`src/rtl/ibex_wb_queue.sv`:
```
// In-order writeback queue between ID/EX and the register file. Holds up to Depth
// instructions so several loads/stores can be outstanding, with per-port forwarding/hazards.
module ibex_wb_queue #(
  parameter int unsigned Depth             = 2,
  parameter bit          DummyInstructions = 1'b0
) (
  input  logic        clk_i,
  input  logic        rst_i,

  input  logic        en_wb_i,
  input  logic [1:0]  instr_type_wb_i,
  input  logic [31:0] pc_id_i,
  input  logic        instr_is_compressed_id_i,
  input  logic        instr_perf_count_id_i,
  input  logic [4:0]  rf_waddr_id_i,
  input  logic [31:0] rf_wdata_id_i,
  input  logic        rf_we_id_i,
  input  logic        dummy_instr_id_i,

  input  logic [4:0]  rf_raddr_a_i,
  input  logic [4:0]  rf_raddr_b_i,

  input  logic [31:0] rf_wdata_lsu_i,
  input  logic        rf_we_lsu_i,
  input  logic        lsu_resp_valid_i,
  input  logic        lsu_resp_err_i,

  output logic        ready_wb_o,
  output logic [4:0]  rf_waddr_wb_o,
  output logic [31:0] rf_wdata_wb_o,
  output logic        rf_we_wb_o,

  output logic        fwd_a_valid_o,
  output logic [31:0] fwd_a_data_o,
  output logic        fwd_b_valid_o,
  output logic [31:0] fwd_b_data_o,
  output logic        hazard_a_o,
  output logic        hazard_b_o,

  output logic        outstanding_load_wb_o,
  output logic        outstanding_store_wb_o,
  output logic [3:0]  occupancy_o,
  output logic [31:0] pc_wb_o,
  output logic        instr_done_wb_o,
  output logic        perf_instr_ret_wb_o,
  output logic        perf_instr_ret_compressed_wb_o,
  output logic        dummy_instr_wb_o,
  output logic        resp_unexpected_o
);

  localparam int unsigned PtrW     = (Depth > 1) ? $clog2(Depth) : 1;
  localparam logic [3:0]  DepthCnt = 4'(Depth);

  // wb_instr_type_e encoding
  localparam logic [1:0] WbInstrLoad  = 2'd0;
  localparam logic [1:0] WbInstrStore = 2'd1;
  localparam logic [1:0] WbInstrOther = 2'd2;

  function automatic logic [PtrW-1:0] ptr_inc(input logic [PtrW-1:0] p);
    if (32'(p) == Depth - 1) begin
      return '0;
    end
    return p + 1'b1;
  endfunction

  // Control state
  logic [Depth-1:0] valid_q, valid_d;
  logic [PtrW-1:0]  head_q, head_d;
  logic [PtrW-1:0]  tail_q, tail_d;
  logic [3:0]       count_q, count_d;

  // Entry payload (not reset)
  logic [1:0]       type_q  [Depth];
  logic [31:0]      pc_q    [Depth];
  logic [4:0]       waddr_q [Depth];
  logic [31:0]      wdata_q [Depth];
  logic [Depth-1:0] we_q;
  logic [Depth-1:0] compressed_q;
  logic [Depth-1:0] perf_q;
  logic [Depth-1:0] dummy_q;

  logic       head_valid;
  logic [1:0] head_type;
  logic       head_done;
  logic       enq;
  logic       src_wb;

  assign head_valid = valid_q[head_q];
  assign head_type  = type_q[head_q];
  assign head_done  = head_valid & ((head_type == WbInstrOther) | lsu_resp_valid_i);

  // A full queue still accepts when the head retires in the same cycle.
  assign ready_wb_o = (count_q < DepthCnt) | head_done;
  assign enq        = en_wb_i & ready_wb_o;

  always_comb begin
    valid_d = valid_q;
    head_d  = head_q;
    tail_d  = tail_q;
    count_d = count_q;
    if (head_done) begin
      valid_d[head_q] = 1'b0;
      head_d          = ptr_inc(head_q);
    end
    // Enqueue after retire so a simultaneous full-queue swap keeps the slot valid.
    if (enq) begin
      valid_d[tail_q] = 1'b1;
      tail_d          = ptr_inc(tail_q);
    end
    case ({enq, head_done})
      2'b10:   count_d = count_q + 4'd1;
      2'b01:   count_d = count_q - 4'd1;
      default: count_d = count_q;
    endcase
  end

  always_ff @(posedge clk_i) begin
    if (rst_i) begin
      valid_q <= '0;
      head_q  <= '0;
      tail_q  <= '0;
      count_q <= '0;
    end else begin
      valid_q <= valid_d;
      head_q  <= head_d;
      tail_q  <= tail_d;
      count_q <= count_d;
    end
  end

  always_ff @(posedge clk_i) begin
    if (enq) begin
      type_q[tail_q]       <= instr_type_wb_i;
      pc_q[tail_q]         <= pc_id_i;
      waddr_q[tail_q]      <= rf_waddr_id_i;
      wdata_q[tail_q]      <= rf_wdata_id_i;
      we_q[tail_q]         <= rf_we_id_i;
      compressed_q[tail_q] <= instr_is_compressed_id_i;
      perf_q[tail_q]       <= instr_perf_count_id_i;
      dummy_q[tail_q]      <= DummyInstructions & dummy_instr_id_i;
    end
  end

  // Forwarding search from oldest to youngest; later matches overwrite earlier ones.
  logic            match_a, match_b;
  logic [PtrW-1:0] midx_a, midx_b;

  always_comb begin
    logic [PtrW-1:0] idx;
    match_a = 1'b0;
    match_b = 1'b0;
    midx_a  = '0;
    midx_b  = '0;
    idx     = head_q;
    for (int unsigned i = 0; i < Depth; i++) begin
      if (valid_q[idx] && (we_q[idx] || (type_q[idx] == WbInstrLoad))) begin
        if ((rf_raddr_a_i != 5'd0) && (waddr_q[idx] == rf_raddr_a_i)) begin
          match_a = 1'b1;
          midx_a  = idx;
        end
        if ((rf_raddr_b_i != 5'd0) && (waddr_q[idx] == rf_raddr_b_i)) begin
          match_b = 1'b1;
          midx_b  = idx;
        end
      end
      idx = ptr_inc(idx);
    end
  end

  assign fwd_a_valid_o = match_a & (type_q[midx_a] == WbInstrOther);
  assign hazard_a_o    = match_a & (type_q[midx_a] == WbInstrLoad);
  assign fwd_a_data_o  = fwd_a_valid_o ? wdata_q[midx_a] : 32'd0;
  assign fwd_b_valid_o = match_b & (type_q[midx_b] == WbInstrOther);
  assign hazard_b_o    = match_b & (type_q[midx_b] == WbInstrLoad);
  assign fwd_b_data_o  = fwd_b_valid_o ? wdata_q[midx_b] : 32'd0;

  always_comb begin
    outstanding_load_wb_o  = 1'b0;
    outstanding_store_wb_o = 1'b0;
    for (int unsigned i = 0; i < Depth; i++) begin
      if (valid_q[i] && (type_q[i] == WbInstrLoad)) begin
        outstanding_load_wb_o = 1'b1;
      end
      if (valid_q[i] && (type_q[i] == WbInstrStore)) begin
        outstanding_store_wb_o = 1'b1;
      end
    end
  end

  // Register-file write: completed non-load head result, or load data from the LSU.
  assign src_wb        = head_valid & (head_type == WbInstrOther) & we_q[head_q];
  assign rf_we_wb_o    = src_wb | rf_we_lsu_i;
  assign rf_wdata_wb_o = ({32{src_wb}} & wdata_q[head_q]) | ({32{rf_we_lsu_i}} & rf_wdata_lsu_i);
  assign rf_waddr_wb_o = head_valid ? waddr_q[head_q] : 5'd0;

  assign occupancy_o       = count_q;
  assign pc_wb_o           = head_valid ? pc_q[head_q] : 32'd0;
  assign instr_done_wb_o   = head_done;
  assign dummy_instr_wb_o  = DummyInstructions & head_valid & dummy_q[head_q];
  assign resp_unexpected_o = lsu_resp_valid_i & (~head_valid | (head_type == WbInstrOther));

  assign perf_instr_ret_wb_o = head_done & perf_q[head_q] & ~(lsu_resp_valid_i & lsu_resp_err_i);
  assign perf_instr_ret_compressed_wb_o = perf_instr_ret_wb_o & compressed_q[head_q];

`ifndef SYNTHESIS
  rf_write_onehot0: assert property (@(posedge clk_i) disable iff (rst_i)
    !(src_wb && rf_we_lsu_i));
`endif

endmodule

```
`config.mk`:
```
export PLATFORM = sky130hd
export DESIGN_NAME = ibex_wb_queue
export DESIGN_NICKNAME = d
export VERILOG_FILES = /design/src/rtl/ibex_wb_queue.sv
export SDC_FILE = /design/constraint.sdc
export NUM_CORES = 1
export LEC_CHECK = 0
export CORE_ASPECT_RATIO = 1.4
export CORE_MARGIN = 4
export CORE_UTILIZATION = 40
export CTS_BUF_LIST = sky130_fd_sc_hd__clkbuf_8
export CTS_CLUSTER_DIAMETER = 200
export CTS_CLUSTER_SIZE = 16
export DETAILED_ROUTE_END_ITERATION = 12
export PLACE_DENSITY = 0.69
export SLEW_MARGIN = 5
export SYNTH_ARGS = -nofsm -noshare
export SYNTH_HDL_FRONTEND = slang
export SYNTH_SLANG_ARGS = --single-unit
```
`constraint.sdc`:
```
create_clock -name clk_i -period 10.5 [get_ports clk_i]
set_clock_uncertainty 0.15 [all_clocks]
set_input_delay 1.05 -clock clk_i [delete_from_list [all_inputs] [get_ports clk_i]]
set_output_delay 1.05 -clock clk_i [all_outputs]
set_load 0.01 [all_outputs]
```
==> impl_metrics.toml <==
[route]
dr.first_iter.drc_count = 407
ant_nets = 0
drt-total-wl_um = 24900
wl_per_cell_um = 19.7
drc = 0
via_per_inst = 5.59
first_pass_iters = 5
vias = 7071

[die]
initial_core_util = 0.408
ios = 273
die_h_um = 179
dieArea_um2 = 23400
placementRows = 62
core_area_um2 = 20600
die_w_um = 130

[timing]
max_freq_mhz = 164
tightest_slew_ps = 1180
tns_ps = 0
fin_crit_ps = 6080
hold_viol_final = 0
fin_crit_sh = 0.579
rsz0062_at_grt = "no"
slew_headroom = 0.211
setup-violations-final = 0
slew_violations = 0

[outcome]
outcome = "finished clean"

[hold_path]
holdCritStartpoint = "tail_q"
hold_path_class = "flip-flop to flip-flop"

[synth]
synth_top_cell_area_share = 0.530
yosys.area.top_type = "edfxtp_1"
synth_edf_count = 148
synthFlopType = "edfxtp_1"
async_reset_ff_frac = 0
synth.avg_cell_area_um2 = 11.0
syn_nets = 887
yosys.cell_types.count = 56
synthTopCellsByCount = "148 x edfxtp_1, 76 x nand2_1, 72 x mux2i_1"
synth.most_common_cell = "edfxtp_1"
ys.warnings.count = 0
synth_cells = 760
synth-seq-cells = 157
yosysSeqAreaShare = 0.552
syn_area_um2 = 8380
synthTopCellsByArea = "edfxtp_1 53%, mux2i_1 8.6%, a31oi_1 4.8%"

[global_route]
grt_overflow = 0
antenna_found_initial = 1
grtUsageTotal = 0.205
grt_pass1_vias = 6966
grt_pass1_wl_um = 37000
grt_max_degree = 90

[final_layout]
fin_nets = 1121
regArea_um2 = 4630
area_growth_pct = 37.9
multi_input_area_um2 = 3400
drive_gt1_frac = 0.0596
instances_no_fill = 1264
n_fill_cell = 1790

[power_and_ir_drop]
p_leak_uw = 0.00382
p_sw_frac = 0.354
switching_power_uw = 737
pwr-share-seq = 0.461
pwr-share-clk = 0.208
peakVddDrop_mv = 0.118
intPower_uw = 1350
powerDensity_nw_per_um2 = 180
combPwrFrac = 0.331

[critical_path]
crit_chain = "buf_4, a21oi_1, o21bai_1, nor4b_4, a21boi_2, nor2b_1, buf_4, a22o_1, clkdlybuf4s50_1"
cp.arrival_ps = 4880
critPathCaptureType = "primary output"
path_max_fanout = 56
cp_slowest_cell = "buf_4"
cp_common_cell = "buf_4"
crit_type = "flip-flop to primary output"
max_stage_delay_ps = 800
critPathLaunchType = "flip-flop"
rrSetupSlack_ps = 6260
critical_path_required_ps = 9300

[clock_network]
cts_tree = "built"
cts_max_path_buffers = 2
ctsResizeCount = 0
post_cts_buffers = 0
clock_latency_ps = 440
cts-root-buf = "clkbuf_8"
cts_hold_buf = 0
cts_buffers = 17
htreeDepth = 4
path_clk_slew_ps = 90
clock_sinks = 157

[placement]
routabilityCongestion = 0.793
portBuffers = 270
dp_hpwl_um = 16200
placed_cells = 1231

[job]
cap_viol_max_count = 0
power by group through the flow:
stage / logic [uW] / registers, uW / clock network, uW
2_1_floorplan: 417 / 934 / 0
3_3_place_gp: 697 / 966 / 0
3_5_place_dp: 701 / 973 / 0
4_1_cts: 704 / 959 / 448
5_1_grt: 755 / 977 / 474
6_report: 690 / 961 / 433
sequential cells by signal, indices dropped and copies added, names as in the netlist, 4 cells and up, named ones only:
signal       flops
occupancy_o      4
type_q           4
waddr_q         10
pc_q            64
wdata_q         64
through the flow:
| step | hold slack [ps] | power, uW | setup WS (ps) | instance area (um^2) | utilization |
|---|---|---|---|---|---|
| 2_1_floorplan | 300 | 1350 | 6440 | 8380 | - |
| 3_3_place_gp | 312 | 1660 | 4540 | 11200 | 0.543 |
| 3_5_place_dp | 314 | 1670 | 4510 | 11200 | 0.543 |
| 4_1_cts | 331 | 2110 | 4260 | 11600 | 0.562 |
| 5_1_grt | 348 | 2200 | 4090 | 11600 | 0.562 |
| 6_report | 331 | 2080 | 4420 | 11600 | 0.562 |
per-layer routing:
metal,share of wire,GRT usage,vias to the layer above,routed length (um)
met4,0.021,0.0712,2,534
met2,0.51,0.367,294,12800
met5,0.00080,0,-,20
met3,0.081,0.0560,41,2020
met1,0.38,0.234,3384,9520
li1,-,-,3350,-
cells in the final DEF (no fill, tap or decap), types with 4 or more instances in the layout:
cell / n
inv_6: 4
mux2i_1: 72
nand2_1: 76
a21oi_1: 14
a31oi_1: 64
o21ai_0: 37
nand3_1: 70
buf_4: 10
dfxtp_1: 7
nor2_1: 50
inv_8: 4
xor2_1: 8
a22o_1: 16
o22ai_1: 17
and3_1: 34
nor2b_1: 5
clkbuf_8: 17
edfxtp_1: 148
xnor2_1: 13
inv_1: 7
clkdlybuf4s50_1: 270
final timing paths:
kind / cells past startpoint / endpoint
max: 9 / fwd_b_data_o[25]
min: 2 / tail_q
max reg2reg: 7 / perf_q[0]
min reg2reg: 2 / tail_q
area by class of cell:
| type | instances | area share |
|---|---|---|
| diodes | 1 | 0.000216 |
| clock buffers | 17 | 0.0202 |
| clock inverters | 15 | 0.0133 |
| inverters | 10 | 0.00346 |
| repair buffers | 280 | 0.240 |
| well taps | 256 | 0.0277 |
| flip-flops and latches | 157 | 0.401 |
| multi-input cells | 528 | 0.294 |
cell families after synthesis:
group,after synthesis,synth area share
fa+ha+maj,4,0.00687
simple gates,257,0.150
other cells,1,0.000447
flops,157,0.552
buf+inv,75,0.0448
mux,77,0.0957
compound gates,168,0.129
xor+xnor,21,0.0219
critical path: cells and delay by family, from the launching register on:
| family | cells | cell delay (ps) |
|---|---|---|
| simple gates | 2 | 1220 |
| buf+inv | 3 | 1670 |
| compound gates | 4 | 940 |
| flops | 1 | 580 |
Note: power is estimated with default switching activity, not from simulation.
